File: src/rtl/axi_read_arbiter.sv
// Round-robin AR arbiter sharing one AXI read slave among NUM_MASTERS requesters.
// The master index rides in s_arid[3:2] and steers R beats back combinationally.
module axi_read_arbiter #(
    parameter int NUM_MASTERS     = 2,
    parameter int AXI_ADDR_W      = 64,
    parameter int AXI_DATA_W      = 128,
    parameter int MAX_OUTSTANDING = 3
) (
    input  logic                              clk,
    input  logic                              rst_n,
    input  logic [NUM_MASTERS-1:0]            m_arvalid,
    output logic [NUM_MASTERS-1:0]            m_arready,
    input  logic [NUM_MASTERS*AXI_ADDR_W-1:0] m_araddr,
    input  logic [NUM_MASTERS*8-1:0]          m_arlen,
    input  logic [NUM_MASTERS*3-1:0]          m_arsize,
    input  logic [NUM_MASTERS*2-1:0]          m_arburst,
    input  logic [NUM_MASTERS*2-1:0]          m_arid,
    output logic [NUM_MASTERS-1:0]            m_rvalid,
    input  logic [NUM_MASTERS-1:0]            m_rready,
    output logic [AXI_DATA_W-1:0]             m_rdata,
    output logic                              m_rlast,
    output logic [1:0]                        m_rresp,
    output logic [1:0]                        m_rid,
    output logic                              s_arvalid,
    input  logic                              s_arready,
    output logic [AXI_ADDR_W-1:0]             s_araddr,
    output logic [7:0]                        s_arlen,
    output logic [2:0]                        s_arsize,
    output logic [1:0]                        s_arburst,
    output logic [3:0]                        s_arid,
    input  logic                              s_rvalid,
    output logic                              s_rready,
    input  logic [AXI_DATA_W-1:0]             s_rdata,
    input  logic                              s_rlast,
    input  logic [1:0]                        s_rresp,
    input  logic [3:0]                        s_rid,
    output logic                              err_bad_rid,
    output logic [2:0]                        outstanding
);

    localparam logic [2:0] MAX_OUT_C = 3'(MAX_OUTSTANDING);
    localparam logic [2:0] NUM_M_C   = 3'(NUM_MASTERS);

    typedef enum logic [0:0] {IDLE = 1'b0, AR_HOLD = 1'b1} state_e;

    state_e                  state_q, state_d;
    logic [1:0]              rr_ptr_q, rr_ptr_d;
    logic [2:0]              outstanding_q, outstanding_d;
    logic                    s_arvalid_q, s_arvalid_d;
    logic [AXI_ADDR_W-1:0]   s_araddr_q, s_araddr_d;
    logic [7:0]              s_arlen_q, s_arlen_d;
    logic [2:0]              s_arsize_q, s_arsize_d;
    logic [1:0]              s_arburst_q, s_arburst_d;
    logic [3:0]              s_arid_q, s_arid_d;
    logic                    err_q, err_d;

    logic [3:0]              arvalid_ext_s;
    logic [3:0]              arready_ext_s;
    logic [3:0]              rready_ext_s;
    logic [3:0]              rvalid_ext_s;
    logic [1:0]              cand_s;
    logic [1:0]              winner_s;
    logic                    hit_s;
    logic                    found_s;
    logic                    grant_s;
    logic [AXI_ADDR_W-1:0]   sel_addr_s;
    logic [7:0]              sel_len_s;
    logic [2:0]              sel_size_s;
    logic [1:0]              sel_burst_s;
    logic [1:0]              sel_id_s;
    logic [1:0]              rid_idx_s;
    logic                    idx_ok_s;
    logic                    rlast_hs_s;

    // Round-robin winner search from rr_ptr_q, then mux the winner's AR fields.
    always_comb begin
        arvalid_ext_s                  = 4'b0000;
        arvalid_ext_s[NUM_MASTERS-1:0] = m_arvalid;
        cand_s      = 2'b00;
        hit_s       = 1'b0;
        found_s     = 1'b0;
        winner_s    = 2'b00;
        for (int k = 0; k < NUM_MASTERS; k++) begin
            cand_s   = 2'((int'(rr_ptr_q) + k) % NUM_MASTERS);
            hit_s    = !found_s && arvalid_ext_s[cand_s];
            winner_s = hit_s ? cand_s : winner_s;
            found_s  = found_s | hit_s;
        end
        sel_addr_s  = '0;
        sel_len_s   = 8'h00;
        sel_size_s  = 3'b000;
        sel_burst_s = 2'b00;
        sel_id_s    = 2'b00;
        for (int i = 0; i < NUM_MASTERS; i++) begin
            sel_addr_s  = (winner_s == 2'(i)) ? m_araddr[i*AXI_ADDR_W +: AXI_ADDR_W] : sel_addr_s;
            sel_len_s   = (winner_s == 2'(i)) ? m_arlen[i*8 +: 8]                    : sel_len_s;
            sel_size_s  = (winner_s == 2'(i)) ? m_arsize[i*3 +: 3]                   : sel_size_s;
            sel_burst_s = (winner_s == 2'(i)) ? m_arburst[i*2 +: 2]                  : sel_burst_s;
            sel_id_s    = (winner_s == 2'(i)) ? m_arid[i*2 +: 2]                     : sel_id_s;
        end
        // rst_n gating keeps every m_arready low while reset is held.
        grant_s       = rst_n && (state_q == IDLE) && (outstanding_q < MAX_OUT_C) && found_s;
        arready_ext_s = grant_s ? (4'b0001 << winner_s) : 4'b0000;
    end

    // R routing by the index in s_rid[3:2]; beats with no such master are sunk.
    always_comb begin
        rid_idx_s                     = s_rid[3:2];
        idx_ok_s                      = ({1'b0, rid_idx_s} < NUM_M_C);
        rready_ext_s                  = 4'b0000;
        rready_ext_s[NUM_MASTERS-1:0] = m_rready;
        rvalid_ext_s = (idx_ok_s && s_rvalid) ? (4'b0001 << rid_idx_s) : 4'b0000;
        s_rready     = idx_ok_s ? rready_ext_s[rid_idx_s] : 1'b1;
        rlast_hs_s   = s_rvalid && s_rready && s_rlast;
        err_d        = s_rvalid && !idx_ok_s;
    end

    // AR FSM next state: capture the winner in IDLE, hold the request until accepted.
    always_comb begin
        state_d     = state_q;
        rr_ptr_d    = rr_ptr_q;
        s_arvalid_d = s_arvalid_q;
        s_araddr_d  = s_araddr_q;
        s_arlen_d   = s_arlen_q;
        s_arsize_d  = s_arsize_q;
        s_arburst_d = s_arburst_q;
        s_arid_d    = s_arid_q;
        case (state_q)
            IDLE: begin
                if (grant_s) begin
                    s_araddr_d  = sel_addr_s;
                    s_arlen_d   = sel_len_s;
                    s_arsize_d  = sel_size_s;
                    s_arburst_d = sel_burst_s;
                    s_arid_d    = {winner_s, sel_id_s};
                    s_arvalid_d = 1'b1;
                    rr_ptr_d    = 2'((int'(winner_s) + 1) % NUM_MASTERS);
                    state_d     = AR_HOLD;
                end else begin
                    state_d = IDLE;
                end
            end
            AR_HOLD: begin
                if (s_arready) begin
                    s_arvalid_d = 1'b0;
                    state_d     = IDLE;
                end else begin
                    state_d = AR_HOLD;
                end
            end
            default: begin
                s_arvalid_d = 1'b0;
                state_d     = IDLE;
            end
        endcase
    end

    // Outstanding burst count; a last beat at zero cannot underflow it.
    always_comb begin
        case ({grant_s, rlast_hs_s})
            2'b10:   outstanding_d = outstanding_q + 3'd1;
            2'b01:   outstanding_d = (outstanding_q == 3'd0) ? 3'd0 : outstanding_q - 3'd1;
            default: outstanding_d = outstanding_q;
        endcase
    end

    // State and output registers.
    always_ff @(posedge clk or negedge rst_n) begin
        if (!rst_n) begin
            state_q       <= IDLE;
            rr_ptr_q      <= 2'b00;
            outstanding_q <= 3'd0;
            s_arvalid_q   <= 1'b0;
            s_araddr_q    <= '0;
            s_arlen_q     <= 8'h00;
            s_arsize_q    <= 3'b000;
            s_arburst_q   <= 2'b00;
            s_arid_q      <= 4'h0;
            err_q         <= 1'b0;
        end else begin
            state_q       <= state_d;
            rr_ptr_q      <= rr_ptr_d;
            outstanding_q <= outstanding_d;
            s_arvalid_q   <= s_arvalid_d;
            s_araddr_q    <= s_araddr_d;
            s_arlen_q     <= s_arlen_d;
            s_arsize_q    <= s_arsize_d;
            s_arburst_q   <= s_arburst_d;
            s_arid_q      <= s_arid_d;
            err_q         <= err_d;
        end
    end

    assign m_arready   = arready_ext_s[NUM_MASTERS-1:0];
    assign m_rvalid    = rvalid_ext_s[NUM_MASTERS-1:0];
    assign m_rdata     = s_rdata;
    assign m_rlast     = s_rlast;
    assign m_rresp     = s_rresp;
    assign m_rid       = s_rid[1:0];
    assign s_arvalid   = s_arvalid_q;
    assign s_araddr    = s_araddr_q;
    assign s_arlen     = s_arlen_q;
    assign s_arsize    = s_arsize_q;
    assign s_arburst   = s_arburst_q;
    assign s_arid      = s_arid_q;
    assign err_bad_rid = err_q;
    assign outstanding = outstanding_q;

endmodule

File: config.mk
export PLATFORM = sky130hd
export DESIGN_NAME = axi_read_arbiter
export DESIGN_NICKNAME = d
export VERILOG_FILES = /design/src/rtl/axi_read_arbiter.sv
export SDC_FILE = /design/constraint.sdc
export NUM_CORES = 1
export LEC_CHECK = 0
export BUFFER_PORTS_ARGS = -buffer_cell sky130_fd_sc_hd__buf_2
export CAP_MARGIN = 20
export CORE_AREA = 2 2 206 208
export CTS_CLUSTER_SIZE = 30
export DETAILED_ROUTE_END_ITERATION = 12
export DIE_AREA = 0 0 208 210
export PLACE_DENSITY_LB_ADDON = 0.3
export SKIP_LAST_GASP = 1
export SYNTH_ARGS = -nofsm -noshare
export SYNTH_HDL_FRONTEND = slang
export SYNTH_SLANG_ARGS = --single-unit
File: constraint.sdc
create_clock -name clk -period 2.8 [get_ports clk]
set_clock_uncertainty 0.05 [all_clocks]
set_input_delay 0.14 -clock clk [delete_from_list [all_inputs] [get_ports clk]]
set_output_delay 0.14 -clock clk [all_outputs]
set_load 0.005 [all_outputs]
## Word-level counts from Yosys, hierarchy flattened

Cells that the tools add are included.

- Register bits after elaboration: 88
- Input bits: 301
- Memory bits (writable): 0
- Word-level logic and storage cells: 73
- Memories: 0
- Memory bits (read-only): 0
- Latch bits: 0
- Output and inout port bits: 224

- Multipliers: 0
- Shift-type cells: 2
- Bitwise logic cells: 3
- Reductions and logical operators: 15
- Divide/modulo/power cells: 0
- Mux-type cells: 29
- Order comparisons: 5
- Add/subtract/negate cells: 4
- Equality and inequality tests: 5

Operators with widths:

| operator | number |
|---|---|
| $mux W64 | 2 |
| $mux W8 | 2 |
| $mux W2 | 7 |
| $mux W1 | 10 |
| $mux W3 | 3 |
| $logic_and A1 B1 Y1 | 8 |
| $lt A2 B3 Y1 const B | 2 |
| $pmux W3 S2 | 1 |
| $bmux W1 S2 | 2 |
| $eq A2 B1 Y1 const B | 2 |
| $ne A2 B2 Y1 const B | 2 |
| $pmux W1 S2 | 2 |
| $reduce_and A2 Y1 | 2 |
| $shl A1 B2 Y2 const A | 2 |
| $add A3 B1 Y3 const B | 1 |
| $logic_not A3 Y1 | 1 |
| $lt A1 B3 Y1 const B | 1 |
| $lt A3 B2 Y1 const B | 1 |
| $sub A3 B1 Y3 const B | 1 |
| $add A1 B1 Y1 const B | 2 |
| $eq A2 B2 Y1 const B | 1 |
| $logic_not A1 Y1 | 2 |
| $logic_not A2 Y1 | 1 |
| $lt A2 B2 Y1 const B | 1 |
| 4 further kinds | 4 |

## Logic depth before layout (Yosys ltp)

Gate-level depths: netlist of run 1.

- Depth in word-level cells: 9
- Depth in mapped cells: 9
- Gate-level depth less buffers: 7

## Worst setup path after synthesis of run 1

OpenSTA, ideal clock, no wires.

- Path kind: reg-to-reg
- From: register outstanding_q[2], in the netlist outstanding[2]
- To: register outstanding_q[0], in the netlist outstanding[0]
- Setup time: 0.064 ns
- Buffers on the path: 2
- Period minus slack after synthesis: 1.884 ns
- Slack: 0.916 ns
- Arrival: 1.770 ns
- Required time: 2.686 ns
- Stages on the path, launching flop included: 9
- Cells stage by stage: dfrtp_1 nor3b_2 buf_2 and2_1 buf_6 inv_2 ha_1 a211oi_1 a21o_1

- Cells in the longest elaborated chain, start to end: 5
- Elaborated cells on any way between the ends: 9
- Those cells by class: 1 x order compare; 2 x eq/ne; 2 x mux; 4 x reduce/logical

RTL lines:

| element | RTL line | RTL |
|---|---|---|
| start, declared | 48 | `logic [2:0] outstanding_q, outstanding_d;` |
| start signal, assigned | 183 | `outstanding_q <= outstanding_d;` |
| $lt A3 B2 Y1 | 102 | `grant_s = rst_n && (state_q == IDLE) && (outstanding_q < MAX_OUT_C) && found_s;` |
| $logic_and A1 B1 Y1 (2 in series) | 102 |  |
| $eq A2 B1 Y1 / $eq A2 B2 Y1 (equally long branches) | 160 | `case ({grant_s, rlast_hs_s})` |
| $pmux W3 S2 / $reduce_bool A2 Y1 (equally long branches) | - |  |

Several ways; a longest one is shown, not always the timed one.
A chain may end at the register's enable or synchronous reset.

## Worst setup path after layout of run 1

- From: register outstanding_q[2], in the netlist outstanding[2]
- To: register s_arid_q[1], in the netlist s_arid[1]

- Cells in the longest elaborated chain, start to end: 4

RTL lines:

| element | RTL line | RTL |
|---|---|---|
| $lt A3 B2 Y1 | 102 |  |
| $logic_and A1 B1 Y1 (2 in series) | 102 |  |
| $reduce_and A2 Y1 (no line) | - |  |
| end signal, assigned | 189 | `s_arid_q <= s_arid_d;` |
| end, declared | 54 | `logic [3:0] s_arid_q, s_arid_d;` |

No other way between the ends.

==> results_dict.tcl, run 1 <==
set metrics [dict create \
    synth_seq_area_share_pct 38.1 \
    cts.sinks 87 \
    track_usage_pct 12.2 \
    p_leak_nw 3.36 \
    setup_violations 0 \
    drv_cap 0 \
    cts_made_buffers 9 \
    drive_above_1_share_pct 33.9 \
    synthCells 649 \
    start_util_pct 13.8 \
    vias 6042 \
    die_y_um 210 \
    ys_ff_latch 87 \
    grt_first_pass_wirelength_mm 39.7 \
    swShare_pct 38.7 \
    internal_power_w 0.00453 \
    rrSetupSlack_ns 0.18 \
    dp_hpwl_mm 18.0 \
    cp.arrival_ns 2.88 \
    nets 1191 \
    synth-main-ff-cell "dfrtp_1" \
    synth_compound_area_share_pct 34.7 \
    pwr-share-seq_pct 31.5 \
    setup_tns_ns 0 \
    ant_nets 0 \
    ir_drop_mv 0.292 \
    start_kind "flop" \
    hp-class "input port to flop" \
    finalCritPeriodShare_pct 93.4 \
    yosysWarnings 0 \
    synth_edf_count 0 \
    final_common_cell "buf_2" \
    port_buffers 259 \
    drc 0 \
    die_w_um 208 \
    synth-xor-area-share_pct 0 \
    design_area_mm2 0.00835 \
    finalHoldViolCount 0 \
    gp_congestion 0.719 \
    syn_avg_cell_area_um2 8.81 \
    antenna_found_initial 1 \
    die_area_mm2 0.0437 \
    muxShareOfSynthArea_pct 0.372 \
    synth_top_family_by_area "compound AO/OA/AOI/OAI gates" \
    cts_tree "built" \
    drv_slew 0 \
    synthArstFlopShare_pct 100 \
    tightestPinTransition_ns 1.04 \
    max_freq_ghz 0.382 \
    rsz0062_at_grt "no" \
    syn_area_mm2 0.00572 \
    crit_type "flop to flop" \
    synthDistinctLibCells 29 \
    p_per_area_mw_per_mm2 885 \
    grt_start_max_net_pins 81 \
    postCtsResizedCells 0 \
    outcome "complete, no violations" \
    end_kind "flop" \
    vias_per_cell 4.23 \
    first_global_vias 6330 \
    clk_latency_ns 0.38 \
    final_cell_mix "buf_2, dlygate4sd3_1, dfrtp_1, a21oi_1, o21ai_0" \
    synth-adder-area-share_pct 1.09 \
    io_pins 525 \
    path_clk_slew_ns 0.07 \
    fp.coreArea_mm2 0.0415 \
    wl_per_cell_um 19.1 \
    required_ns 3.06 \
    p_sw_w 0.00286 \
    slew_headroom_pct 30.9 \
    power_frac_clock_pct 17.8 \
    syn_nets 955 \
    num_rows 75 \
    pwr-share-comb_pct 50.7 \
    firstDrtPassIters 4 \
    overflow 0 \
    postLayoutCoreUtil_pct 20.1 \
    n_antenna_cell 0 \
    cts_max_path_buffers 2 \
    area_growth_pct 46.0 \
    min_period_ns 2.62 \
    drt_iter0_markers 579 \
    htreeDepth 3 \
    clock-root-buffer "clkbuf_16" \
    path_max_fanout 80 \
    dpl-instance-area_mm2 0.00654 \
    synth_simple_gate_area_share_pct 1.62 \
    drt_wl_total_mm 27.2 \
]
## worst paths after layout
check | from | to | depth (start not counted)
worst max-delay path | outstanding[2] | s_arid[1] | 5
worst min-delay path | m_araddr[107] | s_araddr[43] | 3
worst min register to register | s_arid[2] | s_arid[2] | 1
max in group asynchronous | rst_n | rr_ptr_q[0] | 4
worst max register to register | outstanding[2] | s_arid[1] | 5
min in group asynchronous | rst_n | s_araddr[25] | 3
## what timing repair did
item,CTS,global route
buffers inserted,0,0
endpoints found under the hold margin,118,0
hold buffers,150,0
endpoints found under the setup margin,0,8
## state kept, by name, summed over array words and instances, names as in the netlist
name / cells
s_arid: 3
err_bad_rid: 1
rr_ptr_q: 1
state_q: 1
s_arlen: 8
s_araddr: 64
s_arburst: 2
outstanding: 3
s_arsize: 3
s_arvalid: 1
## layer usage
layer,GRT usage [%],vias up,share of wire (%)
met3,4.71,78,8.0
met2,20.6,321,50
met5,0,-,0
met1,13.2,2905,38
met4,6.16,0,3.8
li1,-,2738,-
## per-stage QoR
stage          power, W  hold slack [ns]  setup WS, ns  instances
3_3_place_gp    0.00513            0.230         0.687       1262
3_5_place_dp    0.00515            0.230         0.665       1262
6_report        0.00739           0.0371         0.185       1429
2_1_floorplan   0.00393           -0.206         0.916        649
5_1_grt         0.00798           0.0247        0.0106       1429
4_1_cts         0.00746         0.000125         0.136       1428
## cell type report
class,instances,area (um^2)
clock buffers,11,243
fillers,4691,33100
flip-flops and latches,87,2180
well taps,539,674
clock inverters,5,58.8
inverters,8,30.0
multi-input cells,352,2190
repair buffers,427,2980
## cell usage after synthesis, types with 2 or more instances
cell | instances | share of area [%]
buf_4 | 135 | 18
dfrtp_1 | 87 | 38
a21oi_1 | 82 | 7.2
o21ai_0 | 80 | 7.0
a31oi_1 | 79 | 8.6
o211ai_1 | 79 | 10
clkbuf_1 | 49 | 3.2
buf_2 | 10 | 0.88
buf_6 | 9 | 1.8
ha_1 | 5 | 1.1
inv_1 | 5 | 0.33
nor2_1 | 4 | 0.26
inv_2 | 3 | 0.20
a211oi_1 | 2 | 0.26
a21o_1 | 2 | 0.26
and2_1 | 2 | 0.22
nor2b_1 | 2 | 0.22
nor3b_1 | 2 | 0.26
o21ai_1 | 2 | 0.18
## critical path, stage by stage (launching register included)
cell           delay (ns)
dfrtp_1              0.48
nor3b_4              0.21
buf_4                0.78
a21oi_1              0.17
a31oi_1              0.19
dlygate4sd3_1        0.56
## cells by family (layout without fill, tap and decap cells)
family                     after synthesis  after routing
and+or+nand+nor                         14             15
muxes                                    2              2
adders and majority gates                5              5
AOI/OAI and AO/OA                      329            329
buffers and inverters                  211            451
DFF                                     87             87
other                                    1              1
## power by group through the flow
stage / logic [W] / registers (W) / clock network [W]
finish: 0.00375 / 0.00233 / 0.00132
global route: 0.00413 / 0.00242 / 0.00143
CTS: 0.00374 / 0.00233 / 0.00139
detailed placement: 0.00279 / 0.00235 / 0
global placement: 0.00278 / 0.00236 / 0
floorplan: 0.00164 / 0.00229 / 0
(Power assumes the default switching activity.)
==> run 2: changes to the inputs <==
--- a/config.mk
+++ b/config.mk
@@ -7,10 +7,10 @@
 export LEC_CHECK = 0
 export BUFFER_PORTS_ARGS = -buffer_cell sky130_fd_sc_hd__buf_2
 export CAP_MARGIN = 20
-export CORE_AREA = 2 2 206 208
+export CORE_AREA = 2 2 205 207
 export CTS_CLUSTER_SIZE = 30
 export DETAILED_ROUTE_END_ITERATION = 12
-export DIE_AREA = 0 0 208 210
+export DIE_AREA = 0 0 207 209
 export PLACE_DENSITY_LB_ADDON = 0.3
 export SKIP_LAST_GASP = 1
 export SYNTH_ARGS = -nofsm -noshare
==> run 2 against run 1 <==
Register-to-register slack gained 0.24 ns. Hold slack lost 0.0052 ns. Die area shrank 0.95%. Worst setup slack gained 0.24 ns. Sequential cell count is the same. Critical endpoint is now s_arlen[2]. Highest routed layer is now met5.
==> results_dict.tcl, run 2 (synthesis gave the netlist of run 1 again) <==
set metrics [dict create \
    outcome "complete, no violations" \
    crit_type "flop to flop" \
    drive_above_1_share_pct 34.0 \
    cts_made_buffers 9 \
    multi_input_area_mm2 0.00218 \
    track_usage_pct 11.6 \
    pwr-share-comb_pct 49.1 \
    register_area_mm2 0.00218 \
    clock-root-buffer "clkbuf_16" \
    area_growth_pct 44.0 \
    rsz0062_at_grt "no" \
    htreeDepth 3 \
    p_sw_w 0.00278 \
    pwr-share-seq_pct 31.7 \
    nets 1174 \
    hp-class "input port to flop" \
    start_util_pct 13.8 \
    firstDrtPassIters 5 \
    max_freq_ghz 0.421 \
    setup_violations 0 \
    power_frac_clock_pct 19.1 \
    postCtsResizedCells 0 \
    cts.sinks 87 \
    path_clk_slew_ns 0.08 \
    path_max_fanout 27 \
    fp.coreArea_mm2 0.0413 \
    drv_cap 0 \
    gp_congestion 0.711 \
    ant_nets 0 \
    ir_drop_mv 0.398 \
    port_buffers 259 \
    clk_latency_ns 0.37 \
    design_area_mm2 0.00823 \
    cts_setup_buffers 0 \
    dpl-instance-area_mm2 0.00653 \
    dp_hpwl_mm 16.9 \
    finalCritPeriodShare_pct 84.8 \
    overflow 0 \
    die_area_mm2 0.0433 \
    min_period_ns 2.37 \
    tightestPinTransition_ns 1.00 \
    end_kind "flop" \
    drc 0 \
    postLayoutCoreUtil_pct 19.9 \
    internal_power_w 0.00450 \
    vias_per_cell 4.19 \
    io_pins 525 \
    wl_per_cell_um 18.4 \
    n_antenna_cell 0 \
    final_cell_mix "buf_2, dlygate4sd3_1, dfrtp_1, a21oi_1, o21ai_0" \
    cts_max_path_buffers 2 \
    p_leak_nw 3.31 \
    first_global_vias 6143 \
    drv_slew 0 \
    num_rows 75 \
    drt_iter0_markers 477 \
    fillCellCount 4663 \
    die_w_um 207 \
    finalHoldViolCount 0 \
    cts_tree "built" \
    antenna_found_initial 1 \
    slew_headroom_pct 33.0 \
    largest_reg_flops 64 \
    grt_start_max_net_pins 81 \
    swShare_pct 38.2 \
    grt_first_pass_wirelength_mm 38.1 \
    cp.arrival_ns 2.63 \
    setup_tns_ns 0 \
    required_ns 3.06 \
    final_common_cell "buf_2" \
    fin_hold_ws_ns 0.0319 \
    drt_wl_total_mm 26.0 \
    die_y_um 209 \
    p_per_area_mw_per_mm2 884 \
    start_kind "flop" \
    vias 5917 \
]
## run 2: critical path, stage by stage (launching register included)
cell           delay [ns]
dfrtp_4              0.64
nor2b_4              0.37
buf_4                0.37
o21ai_0              0.12
a31oi_1              0.19
dlygate4sd3_1        0.57
## run 2: metrics by stage
| stage | power, W | instances | worst slack [ns] |
|---|---|---|---|
| floorplan | 0.00393 | 649 | 0.916 |
| global placement | 0.00513 | 1258 | 0.941 |
| detailed placement | 0.00514 | 1258 | 0.933 |
| CTS | 0.00738 | 1412 | 0.401 |
| global route | 0.00782 | 1412 | 0.247 |
| finish | 0.00728 | 1412 | 0.427 |
## run 2: power by group through the flow
stage	sequential, W	combinational (W)	clock, W
2_1_floorplan	0.00229	0.00164	0
3_3_place_gp	0.00233	0.00279	0
3_5_place_dp	0.00233	0.00281	0
4_1_cts	0.00232	0.00359	0.00147
5_1_grt	0.00239	0.00394	0.00149
6_report	0.00231	0.00358	0.00139
## run 2: layer usage
layer	share of wire [%]	wire, um	up-vias	GRT usage (%)
li1	-	-	2696	-
met1	35	9210	2835	11.7
met2	52	13600	298	21.0
met3	7.9	2050	84	3.97
met4	4.0	1050	4	6.13
met5	0.22	58	-	0.779
## run 2: cell type report
class | count | share of cell area (%)
Timing Repair Buffer | 411 | 34.6
Sequential cell | 87 | 26.5
Multi-Input combinational cell | 351 | 26.5
Tap cell | 539 | 8.19
Clock buffer | 10 | 2.78
Clock inverter | 6 | 1.11
Inverter | 8 | 0.365
## run 2: path summary, 6_finish.rpt
kind	from	endpoint	slack (ns)	cells past startpoint
setup / recovery	rr_ptr_q[0]	s_arlen[2]	0.43	5
hold / removal	s_rid[3]	err_bad_rid	0.03	2
setup reg to reg	rr_ptr_q[0]	s_arlen[2]	0.43	5
hold reg to reg	s_arid[2]	s_arid[2]	0.44	1
max in group asynchronous	rst_n	rr_ptr_q[0]	1.62	3
min in group asynchronous	rst_n	s_araddr[18]	0.46	3
## run 2: repair_timing
item	in CTS	in global routing
endpoints found under the hold margin	168	0
hold buffers	138	0
endpoints found under the setup margin	0	0
==> run 3: changes to the inputs <==
--- a/config.mk
+++ b/config.mk
@@ -5,12 +5,13 @@
 export SDC_FILE = /design/constraint.sdc
 export NUM_CORES = 1
 export LEC_CHECK = 0
+export ABC_AREA = 1
 export BUFFER_PORTS_ARGS = -buffer_cell sky130_fd_sc_hd__buf_2
 export CAP_MARGIN = 20
-export CORE_AREA = 2 2 205 207
+export CORE_AREA = 2 2 203 205
 export CTS_CLUSTER_SIZE = 30
 export DETAILED_ROUTE_END_ITERATION = 12
-export DIE_AREA = 0 0 207 209
+export DIE_AREA = 0 0 205 207
 export PLACE_DENSITY_LB_ADDON = 0.3
 export SKIP_LAST_GASP = 1
 export SYNTH_ARGS = -nofsm -noshare
==> constraint.sdc (replaced) <==
create_clock -name clk -period 2.1 [get_ports clk]
set_clock_uncertainty 0.05 [all_clocks]
set_input_delay 0.105 -clock clk [delete_from_list [all_inputs] [get_ports clk]]
set_output_delay 0.105 -clock clk [all_outputs]
set_load 0.005 [all_outputs]
==> run 3 against run 2 <==
First-iteration DRC count decreased by 47%. Critical endpoint is now s_araddr[35]. Largest power group unchanged. Critical path depth increased by 3. Final area decreased by 2.2%.
==> results_dict.tcl, run 3 <==
set metrics [dict create \
    start_util_pct 13.8 \
    synth_edf_count 0 \
    firstDrtPassIters 4 \
    die_area_mm2 0.0424 \
    path_clk_slew_ns 0.07 \
    drc 0 \
    htreeDepth 3 \
    hold_path_depth 5 \
    r2r_cells 8 \
    crit_type "flop to flop" \
    final_common_cell "nand2_1" \
    start_kind "flop" \
    ys_ff_latch 87 \
    io_pins 525 \
    finalHoldViolCount 0 \
    cts_made_buffers 9 \
    syn_avg_cell_area_um2 6.95 \
    grt_first_pass_wirelength_mm 32.7 \
    tightestPinTransition_ns 0.541 \
    synth.largest_area_cell "dfrtp_1" \
    min_period_ns 1.96 \
    routedLengthMet1_mm 8.27 \
    die_y_um 207 \
    first_global_vias 5690 \
    drt_wl_total_mm 23.0 \
    die_w_um 205 \
    vias 5758 \
    outcome "complete, no violations" \
    cts_tree "built" \
    synth_commonest_cells "nand2_1, buf_4, dfrtp_1, nand3_1, buf_2" \
    worstReg2RegEnd "s_araddr[35]" \
    p_per_area_mw_per_mm2 1030 \
    synth-main-ff-cell "dfrtp_1" \
    setup_violations 0 \
    drv_slew 0 \
    antenna_found_initial 2 \
    synth.top_cell.area_share_pct 38.9 \
    nets 1332 \
    syn_nets 1110 \
    wl_per_cell_um 14.7 \
    end_kind "flop" \
    postLayoutCoreUtil_pct 20.0 \
    cts.sinks 87 \
    finalCritPeriodShare_pct 93.3 \
    dr.max_layer_used "met5" \
    drt_iter0_markers 255 \
    power.total_w 0.00831 \
    num_rows 74 \
    min_to "s_arsize[2]" \
    p_leak_nw 4.51 \
    ir_drop_mv 0.351 \
    required_ns 2.36 \
    clock-root-buffer "clkbuf_16" \
    gp_congestion 0.724 \
    post_synth_main_area_contributors "dfrtp_1, nand2_1, buf_4" \
    ant_nets 0 \
    synthArstFlopShare_pct 100 \
    syn_area_mm2 0.00559 \
    vias_per_cell 3.68 \
    synth_seq_area_share_pct 38.9 \
    synthDistinctLibCells 17 \
    path_max_fanout 43 \
    setup_tns_ns 0 \
    final_cell_mix "nand2_1, buf_2, dlygate4sd3_1, dfrtp_1, nand3_1" \
    area_growth_pct 44.1 \
    yosysWarnings 0 \
    worstHoldStart "m_arsize[5]" \
    drv_cap 0 \
    fp.coreArea_mm2 0.0404 \
    largest_reg_flops 64 \
    cts_max_path_buffers 2 \
    track_usage_pct 10.5 \
    hp-class "input port to flop" \
    fillCellCount 4630 \
    r2r_start "rr_ptr_q[0]" \
    drive_above_1_share_pct 28.6 \
    rrSetupSlack_ns 0.14 \
    rsz0062_at_grt "no" \
    grt_start_max_net_pins 83 \
    slew_headroom_pct 63.9 \
    dr_wl_met3_mm 2.27 \
    synthCells 804 \
    synth_most_common_cell "nand2_1" \
    clk_latency_ns 0.37 \
    port_buffers 259 \
    dr_wl_met2_mm 11.4 \
    max_freq_ghz 0.510 \
    cp.arrival_ns 2.22 \
    overflow 0 \
    dp_hpwl_mm 15.9 \
]
==> run 3: cell count changes in the layout (fill, tap and decap cells not counted), sizes merged, moves of 3 or more <==
cell,change
a21oi,-78
a31oi,-79
dlygate4sd3,-26
inv,+9
nand2,+415
nand3,+84
nor2,+5
nor3b,-3
o211ai,-79
o21ai,-78
==> run 3: final cells by class <==
type,instances,area (um^2),share of cell area [%]
Clock inverter,7,96.3,1.20
Antenna cell,1,2.50,0.0311
Tap cell,532,666,8.26
Clock buffer,9,225,2.80
Sequential cell,87,2180,27.0
Multi-Input combinational cell,523,2160,26.8
Inverter,18,67.6,0.839
Timing Repair Buffer,387,2660,33.0
==> run 3: worst max-delay path by stage <==
stage | startpoint | endpoint | slack (ns)
6_report | rr_ptr_q[0] | s_araddr[35] | 0.14
4_1_cts | outstanding[2] | m_arready[0] | 0.01
3_3_place_gp | outstanding[2] | m_arready[0] | 0.45
3_5_place_dp | outstanding[2] | m_arready[0] | 0.43
2_1_floorplan | outstanding[2] | outstanding[2] | 0.58
5_1_grt | rr_ptr_q[0] | s_araddr[30] | 0.0003
==> run 3: logic make-up (layout without fill, tap and decap cells) <==
kind of cell	count (synthesis)	count (layout)	share of synthesized area (%)
AO/OA/AOI/OAI	8	8	0.716
adder cells (fa/ha/maj)	5	5	1.12
buffers and inverters	194	421	22.9
flip-flops	87	87	38.9
other	1	2	0.0671
AND/OR/NAND/NOR	509	509	36.3
==> run 3: what timing repair did <==
action	in CTS	in global routing
buffers inserted	0	2
cloned	1	1
hold buffers	112	0
hold endpoints to repair	164	0
pin swaps	0	1
resized for setup	0	0
setup endpoints to repair	1	1
==> run 3: metal layers <==
metal / GRT usage, % / vias up
li1: - / 2777
met1: 10.2 / 2615
met2: 18.6 / 286
met3: 4.55 / 78
met4: 5.53 / 2
met5: 0.115 / -
==> run 3: worst max-delay path, cell delays in order, from the launching register on <==
cell and delay (ns):
dfrtp_1 0.34, inv_1 0.07, nand2_4 0.07, buf_4 0.46
nand3_1 0.13, nand2_1 0.10, dlygate4sd3_1 0.55, nand2_1 0.06
nand2_1 0.06
==> run 3: metrics by stage <==
| stage | setup slack [ns] | std cells | hold slack (ns) | instance area, um^2 |
|---|---|---|---|---|
| final | 0.141 | 1564 | 0.0187 | 8050 |
| after global routing | 0.000267 | 1563 | 0.0221 | 8050 |
| after CTS | 0.00950 | 1560 | 0.0000407 | 8010 |
| after detailed placement | 0.429 | 1431 | 0.155 | 6540 |
| after global placement | 0.454 | 1431 | 0.157 | 6540 |
| after floorplan | 0.581 | 804 | -0.241 | 5590 |
==> run 3: power by group <==
part	switching [W]	leakage [nW]	internal (W)
clock network	0.000787	0.160	0.00105
logic	0.00198	3.26	0.00162
registers	0.000424	1.09	0.00245
total	0.00319	4.51	0.00512
